### src/rtl/gcd_result_display.sv
// Captures the processor result on a Halt rising edge and converts it to BCD with a serial
// double-dabble engine. Drives a multiplexed three-digit seven-segment display with leading-zero blanking.
module gcd_result_display #(
    parameter int SCAN_CYCLES = 50000
) (
    input  logic        Clock,
    input  logic        Reset,
    input  logic        Halt,
    input  logic [7:0]  Result,
    output logic [11:0] Bcd,
    output logic        Valid,
    output logic        Busy,
    output logic [6:0]  Seg,
    output logic [2:0]  DigitEn,
    output logic [1:0]  FsmState
);

    localparam logic [1:0] IDLE    = 2'd0;
    localparam logic [1:0] CONVERT = 2'd1;
    localparam logic [1:0] SHOW    = 2'd2;

    localparam int SCAN_W = (SCAN_CYCLES > 1) ? $clog2(SCAN_CYCLES) : 1;
    localparam logic [SCAN_W-1:0] SCAN_LAST = SCAN_W'(SCAN_CYCLES - 1);

    logic [1:0]        state_q, state_d;
    logic              halt_q, halt_d;
    logic [7:0]        shift_q, shift_d;
    logic [11:0]       acc_q, acc_d;
    logic [2:0]        cnt_q, cnt_d;
    logic [11:0]       bcd_q, bcd_d;
    logic              valid_q, valid_d;
    logic              busy_q, busy_d;
    logic [SCAN_W-1:0] scan_q, scan_d;
    logic [1:0]        digit_q, digit_d;
    logic [6:0]        seg_q, seg_d;
    logic [2:0]        en_q, en_d;

    logic              halt_rise;
    logic [11:0]       acc_adj;
    logic [19:0]       wide_shift;
    logic [3:0]        cur_nibble;
    logic              cur_blank;

    function automatic logic [3:0] add3(input logic [3:0] n);
        return (n >= 4'd5) ? n + 4'd3 : n;
    endfunction

    function automatic logic [6:0] seg_of(input logic [3:0] n);
        case (n)
            4'd0:    return 7'h3F;
            4'd1:    return 7'h06;
            4'd2:    return 7'h5B;
            4'd3:    return 7'h4F;
            4'd4:    return 7'h66;
            4'd5:    return 7'h6D;
            4'd6:    return 7'h7D;
            4'd7:    return 7'h07;
            4'd8:    return 7'h7F;
            4'd9:    return 7'h6F;
            default: return 7'h00;
        endcase
    endfunction

    always_comb begin
        state_d    = state_q;
        halt_d     = Halt;
        shift_d    = shift_q;
        acc_d      = acc_q;
        cnt_d      = cnt_q;
        bcd_d      = bcd_q;
        valid_d    = valid_q;
        busy_d     = busy_q;
        halt_rise  = Halt & ~halt_q;
        acc_adj    = {add3(acc_q[11:8]), add3(acc_q[7:4]), add3(acc_q[3:0])};
        wide_shift = {acc_adj, shift_q} << 1;

        case (state_q)
            IDLE, SHOW: begin
                if (halt_rise) begin
                    shift_d = Result;
                    acc_d   = 12'd0;
                    cnt_d   = 3'd0;
                    busy_d  = 1'b1;
                    state_d = CONVERT;
                end
            end
            CONVERT: begin
                // Halt edges here are deliberately dropped, not queued.
                acc_d   = wide_shift[19:8];
                shift_d = wide_shift[7:0];
                cnt_d   = cnt_q + 3'd1;
                if (cnt_q == 3'd7) begin
                    bcd_d   = wide_shift[19:8];
                    valid_d = 1'b1;
                    busy_d  = 1'b0;
                    state_d = SHOW;
                end
            end
            default: state_d = IDLE;
        endcase
    end

    always_comb begin
        scan_d  = scan_q + SCAN_W'(1);
        digit_d = digit_q;
        if (scan_q == SCAN_LAST) begin
            scan_d  = '0;
            digit_d = (digit_q == 2'd2) ? 2'd0 : digit_q + 2'd1;
        end

        // Display is computed from next-cycle values so the registered outputs line up with digit_q.
        case (digit_d)
            2'd1:    cur_nibble = bcd_d[7:4];
            2'd2:    cur_nibble = bcd_d[11:8];
            default: cur_nibble = bcd_d[3:0];
        endcase
        case (digit_d)
            2'd1:    cur_blank = (bcd_d[11:8] == 4'd0) && (bcd_d[7:4] == 4'd0);
            2'd2:    cur_blank = (bcd_d[11:8] == 4'd0);
            default: cur_blank = 1'b0;
        endcase

        seg_d = 7'd0;
        en_d  = 3'b000;
        if (valid_d && !cur_blank) begin
            seg_d = seg_of(cur_nibble);
            en_d  = 3'b001 << digit_d;
        end
    end

    always_ff @(posedge Clock) begin
        if (!Reset) begin
            state_q <= IDLE;
            halt_q  <= 1'b0;
            shift_q <= 8'd0;
            acc_q   <= 12'd0;
            cnt_q   <= 3'd0;
            bcd_q   <= 12'd0;
            valid_q <= 1'b0;
            busy_q  <= 1'b0;
            scan_q  <= '0;
            digit_q <= 2'd0;
            seg_q   <= 7'd0;
            en_q    <= 3'b000;
        end else begin
            state_q <= state_d;
            halt_q  <= halt_d;
            shift_q <= shift_d;
            acc_q   <= acc_d;
            cnt_q   <= cnt_d;
            bcd_q   <= bcd_d;
            valid_q <= valid_d;
            busy_q  <= busy_d;
            scan_q  <= scan_d;
            digit_q <= digit_d;
            seg_q   <= seg_d;
            en_q    <= en_d;
        end
    end

    assign Bcd      = bcd_q;
    assign Valid    = valid_q;
    assign Busy     = busy_q;
    assign Seg      = seg_q;
    assign DigitEn  = en_q;
    assign FsmState = state_q;

endmodule

### config.mk
export PLATFORM = sky130hd
export DESIGN_NAME = gcd_result_display
export DESIGN_NICKNAME = d
export VERILOG_FILES = /design/src/rtl/gcd_result_display.sv
export SDC_FILE = /design/constraint.sdc
export NUM_CORES = 1
export LEC_CHECK = 0
export ABC_CLOCK_PERIOD_IN_PS = 4200
export CORE_ASPECT_RATIO = 1.4
export CORE_MARGIN = 4
export CORE_UTILIZATION = 56
export DETAILED_ROUTE_END_ITERATION = 7
export GPL_ROUTABILITY_DRIVEN = 0
export PLACE_DENSITY = 0.79
export SLEW_MARGIN = 20
export SYNTH_ARGS = -nofsm -noshare
export SYNTH_HDL_FRONTEND = slang
export SYNTH_SLANG_ARGS = --single-unit
export TNS_END_PERCENT = 20
### constraint.sdc
create_clock -name Clock -period 4.2 [get_ports Clock]
set_input_delay 0.63 -clock Clock [delete_from_list [all_inputs] [get_ports Clock]]
set_output_delay 0.63 -clock Clock [all_outputs]
set_load 0.02 [all_outputs]
== Yosys cells after proc, flatten, opt, wreduce, memory -nomap -nowiden ==
Memory sizes are Yosys's and may differ from the RTL's. A register that Yosys moved wholly into a read port is not among the register bits.
Index checks and enable logic that the tools add are counted.
W data, S select, Z words.
Cells by class
  magnitude comparators: 3
  shift-type cells: 1
  reduce and logical (&&, ||, !) cells: 14
  equality and inequality tests: 9
  multiplexer cells: 23
  bitwise operators: 3
  add/sub/neg operators: 6
Operators with widths (count)
  $mux W12: 3
  $pmux W12 S2: 1
  $add A16 B1 Y16 const B: 1
  $eq A16 B16 Y1 const B: 1
  $pmux W8 S2: 1
  $ge A4 B3 Y1 const B: 3
  $add A4 B2 Y4 const B: 2
  $logic_not A4 Y1: 2
  $mux W2: 4
  $mux W4: 2
  $mux W8: 1
  $pmux W4 S2: 1
  $eq A2 B2 Y1 const B: 3
  $mux W3: 2
  $pmux W3 S2: 1
  $reduce_and A2 Y1: 3
  $eq A2 B1 Y1 const B: 2
  $mux W1: 4
  $ne A2 B2 Y1 const B: 2
  $pmux W1 S2: 2
  $pmux W2 S2: 1
  $reduce_or A2 Y1: 2
  $add A3 B1 Y3 const B: 1
  $add A3 B2 Y3 const B: 1
  10 further kinds: 13
Storage, ports and cells
  register bits after elaboration: 61
  bits in read-only memories: 112
  output and inout port bits: 26
  memories kept: 1
  word-level logic and storage cells: 71
Memory list
  (name not given): depth 16, width 7, read ports 1, clocked after memory_dff 1, write ports 0, RTL line 49  | case (n)

== Depth between registers and ports, before layout ==
  word-level depth: 11
  depth in mapped cells: 18
  depth with buffers taken out: 18

== Worst setup path before layout ==
No wires, ideal clock.
  path type: flip-flop to flip-flop
  start: register scan_q[0]
  end: register seg_q[4], in the netlist Seg[4]
  path buffers: 0
  cell stages (with the launch flop): 18
  data required time: 4.076 ns
  library setup time: 0.124 ns
  arrival time: 3.280 ns
  setup slack: 0.797 ns
  period minus slack after synthesis: 3.403 ns
  cell sequence: dfxtp_1 -> ha_1 -> nand3_1 -> nor4_1 -> nand3_1 -> nor2_1 -> nand2_1 -> and2_1 -> inv_1 -> ha_1 -> inv_1 -> nor4_1 -> a211oi_1 -> mux2_2 -> ha_1 -> a221o_1 -> a221oi_1 -> o21ai_0
On the way
  longest elaborated chain between the ends: 8
  elaborated cells on any way between the ends: 10
RTL lines
  start, declared: RTL line 33  | logic [SCAN_W-1:0] scan_q, scan_d;
  start signal, assigned: RTL line 154  | scan_q <= scan_d;
  $eq A16 B16 Y1 (*): RTL line 106  | if (scan_q == SCAN_LAST) begin
  $mux W2 (*): RTL line 106
  named net digit_d[1]: RTL line 34  | logic [1:0] digit_q, digit_d;
  $eq A2 B2 Y1 / $eq A2 B1 Y1 (equally long branches): RTL line 112, 117
  $pmux W1 S2: RTL line 117  | case (digit_d)
  $logic_not A1 Y1: RTL line 125  | if (valid_d && !cur_blank) begin
  $logic_and A1 B1 Y1: RTL line 125
  $reduce_and A2 Y1 (no line)
  $logic_not A1 Y1 (no line)
  end, declared: RTL line 35  | logic [6:0] seg_q, seg_d;
Mark *: on every way through the listed nets, which the timed path passes. The rest lies on a longest branch.
A chain may end at the register's enable or synchronous reset.

== Final worst setup path ==
  start: register scan_q[0]
  end: register seg_q[3], in the netlist Seg[3]
On the way
  longest elaborated chain between the ends: 8
  elaborated cells on any way between the ends: 10
RTL lines (RTL line)
  $eq A16 B16 Y1 (*): 106
  $mux W2 (*): 106
  $eq A2 B2 Y1 / $eq A2 B1 Y1 (equally long branches): 112, 117
  $pmux W1 S2: 117
  $logic_not A1 Y1: 125
  $logic_and A1 B1 Y1: 125
  $reduce_and A2 Y1 (no line)
  $logic_not A1 Y1 (no line)
Mark *: on every way between the ends. The rest lies on a longest branch, timed or not.

==> summary.txt <==
Status - complete, no violations
Crit. End Element - register
Setup TNS - 0 ns
Slew HR - 40.6%
Hold_buf cts - 0
Highest metal used - met4
Yosys Warn Count - 0
Die Y - 101 µm
Post-synth EDFFs - 0
Vias in the first global route - 2,904
Die width - 74.4 µm
Data arrival, critical path - 4.14 ns
First-pass GRT wire length - 12.9 mm
Pwr Total - 1240 µW
Worst min-delay path class - register to register
Most common cell in the netlist - dfxtp_1
Max clock buf depth - 2
Nets@finish - 479
CP required - 4.43 ns
Max VDD drop - 176 µV
Cell Rows - 33
TritonRoute pass-1 iters - 5
H-Tree Depth - 3
Share of layout cells above drive strength 1 - 6.37%
Top post-synthesis cells by area - dfxtp_1 (39%), ha_1 (6.2%), nand2_1 (4.8%)
Avg Cell Area, Syn - 8.29 µm²
CP Max Fanout - 6
Drt total wl - 7.58 mm
Max-cap violations - 0
P_leak - 0.00150 µW
Vias per cell - 5.77
Drt wl/cell - 14.4 µm
Root Buffer - clkbuf_8
CTS tree - built
Initial antenna violation count - 0
Yosys reg bits - 68
Crit path time final - 3.91 ns
Synth Flop Type - dfxtp_1
Cells after Synth - 417
Antenna viol nets, final - 0
Power per cell area - 306 mW/mm²
Largest net degree at the start of global routing - 39
Post-synth ARST share - 0%
Final non-filler cell total - 525
GRT Total Usage - 22.0%
Clock Pin Slew Worst Setup and Hold Paths - 0.07 ns
Post-detail-place hpwl - 5.46 mm
# setup viols final - 0
Placed insts - 508
Seq/Total Area, Yosys - 39.4%
# IOs - 37
CTS Buf Count - 9
Clk_lat worst skew - 0.35 ns
Vias - 3,027
Final Hold Viols - 0
Die Area - 0.00751 mm²
Diode count - 0
Max Transition Viols Final - 0
Final period util - 93.2%
Core area - 0.00595 mm²
Skew final - 0.0100 ns
F_max - 256 MHz
DRC - 0
Met2 wire len - 3.72 mm
Startpoint types - register
PortBufs - 36
Iteration-0 DRC count of the detailed router - 135
Routed met3 length - 498 µm
Cell Area, Synth - 0.00346 mm²
RSZ-0062 raised after global routing - false
Worst-Margin Slew - 0.891 ns
P&R area growth vs syn - 17.5%
Critical path class - register to register
Yosys top cell by area - dfxtp_1
Total gr overflow - 0
M1 WL - 3.10 mm
Yosys top cell area share - 39.4%
CTS Sinks - 68
Synth Net Count - 445
Top cells by count, synth - dfxtp_1 (68), nand2_1 (44), nor2_1 (36), o21ai_0 (32), and2_1 (24)
Initial Util - 58.1%
Synth cell types - 54
-- critical path, cell delays in order, from the launching register on --
cell	delay [ns]
dfxtp_1	0.36
ha_1	0.24
nand3_1	0.14
nor4_1	0.25
nand3_1	0.22
nor2_1	0.16
nand2_1	0.07
and2_1	0.19
ha_1	0.28
a22oi_1	0.17
nor2_1	0.06
a211oi_1	0.52
mux2_2	0.34
ha_1	0.15
inv_1	0.04
a222oi_1	0.33
or3b_1	0.19
o31ai_1	0.08
-- cell usage in the layout (no fill, tap or decap), drive strengths merged, types with 5 or more instances in the layout --
cell type	count
a22oi	9
nor3	10
xor2	8
a21boi	14
nor2b	5
nand3	21
nor2	36
and2	24
o21ai	33
clkbuf	11
a21oi	17
xnor2	8
dfxtp	68
clkdlybuf4s50	36
buf	6
nand2b	6
a211oi	6
nand2	44
ha	17
inv	16
-- power breakdown --
part	switching [µW]	leakage [µW]	internal, µW
Sequential	9.38	0.000550	656
Combinational	39.3	0.000865	28.4
Clock	240	0.0000894	271
Total	289	0.00150	956
-- what timing repair did --
action,CTS,global route
setup buffers,0,2
endpoints found under the setup margin,0,3
gates resized for setup,0,2
-- state kept, by name (all words and copies together), names as in the netlist --
name and count:
Valid 1, digit_q 2, Bcd 12, FsmState 2, scan_q 16, acc_q 12, Seg 7, DigitEn 3
halt_q 1, cnt_q 3, shift_q 8, Busy 1
-- logic make-up after synthesis --
family / Yosys count / synth area share, %
AND/OR/NAND/NOR: 176 / 26.0
AO/OA/AOI/OAI: 99 / 18.5
flip-flops: 68 / 39.4
buffers and inverters: 35 / 4.05
adder cells (fa/ha/maj): 17 / 6.15
XOR/XNOR: 16 / 4.05
multiplexers: 6 / 1.85
-- metrics by stage --
stage	cell area [µm²]	setup slack [ns]	hold WS, ns	util (%)
after CTS	4040	0.260	0.458	67.9
after global placement	3850	0.572	0.430	64.8
after global routing	4060	0.00973	0.492	68.3
final	4060	0.287	0.464	68.3
after floorplan	3460	0.797	0.418	-
after detailed placement	3850	0.303	0.446	64.8
-- metal layers --
layer / GRT usage, % / up-vias
li1: - / 1532
met4: 11.5 / 0
met3: 6.49 / 29
met5: 0 / -
met2: 36.4 / 116
met1: 25.1 / 1350
-- cell type report --
type	count	area (µm²)
repair buffers	42	405
inverters	16	60.1
fillers	491	1880
flip-flops and latches	68	1360
multi-input cells	314	1960
well taps	70	87.6
clock buffers	11	131
clock inverters	4	51.3
-- worst paths after layout --
path              cells past startpoint         to  slack [ns]  startpoint
hold / removal                        1  scan_q[0]        0.46   scan_q[0]
setup / recovery                     17     Seg[3]        0.29   scan_q[0]
hold reg to reg                       1  scan_q[0]        0.46   scan_q[0]
setup reg to reg                     17     Seg[3]        0.29   scan_q[0]
No activity file was read; power rests on OpenSTA's default activity.
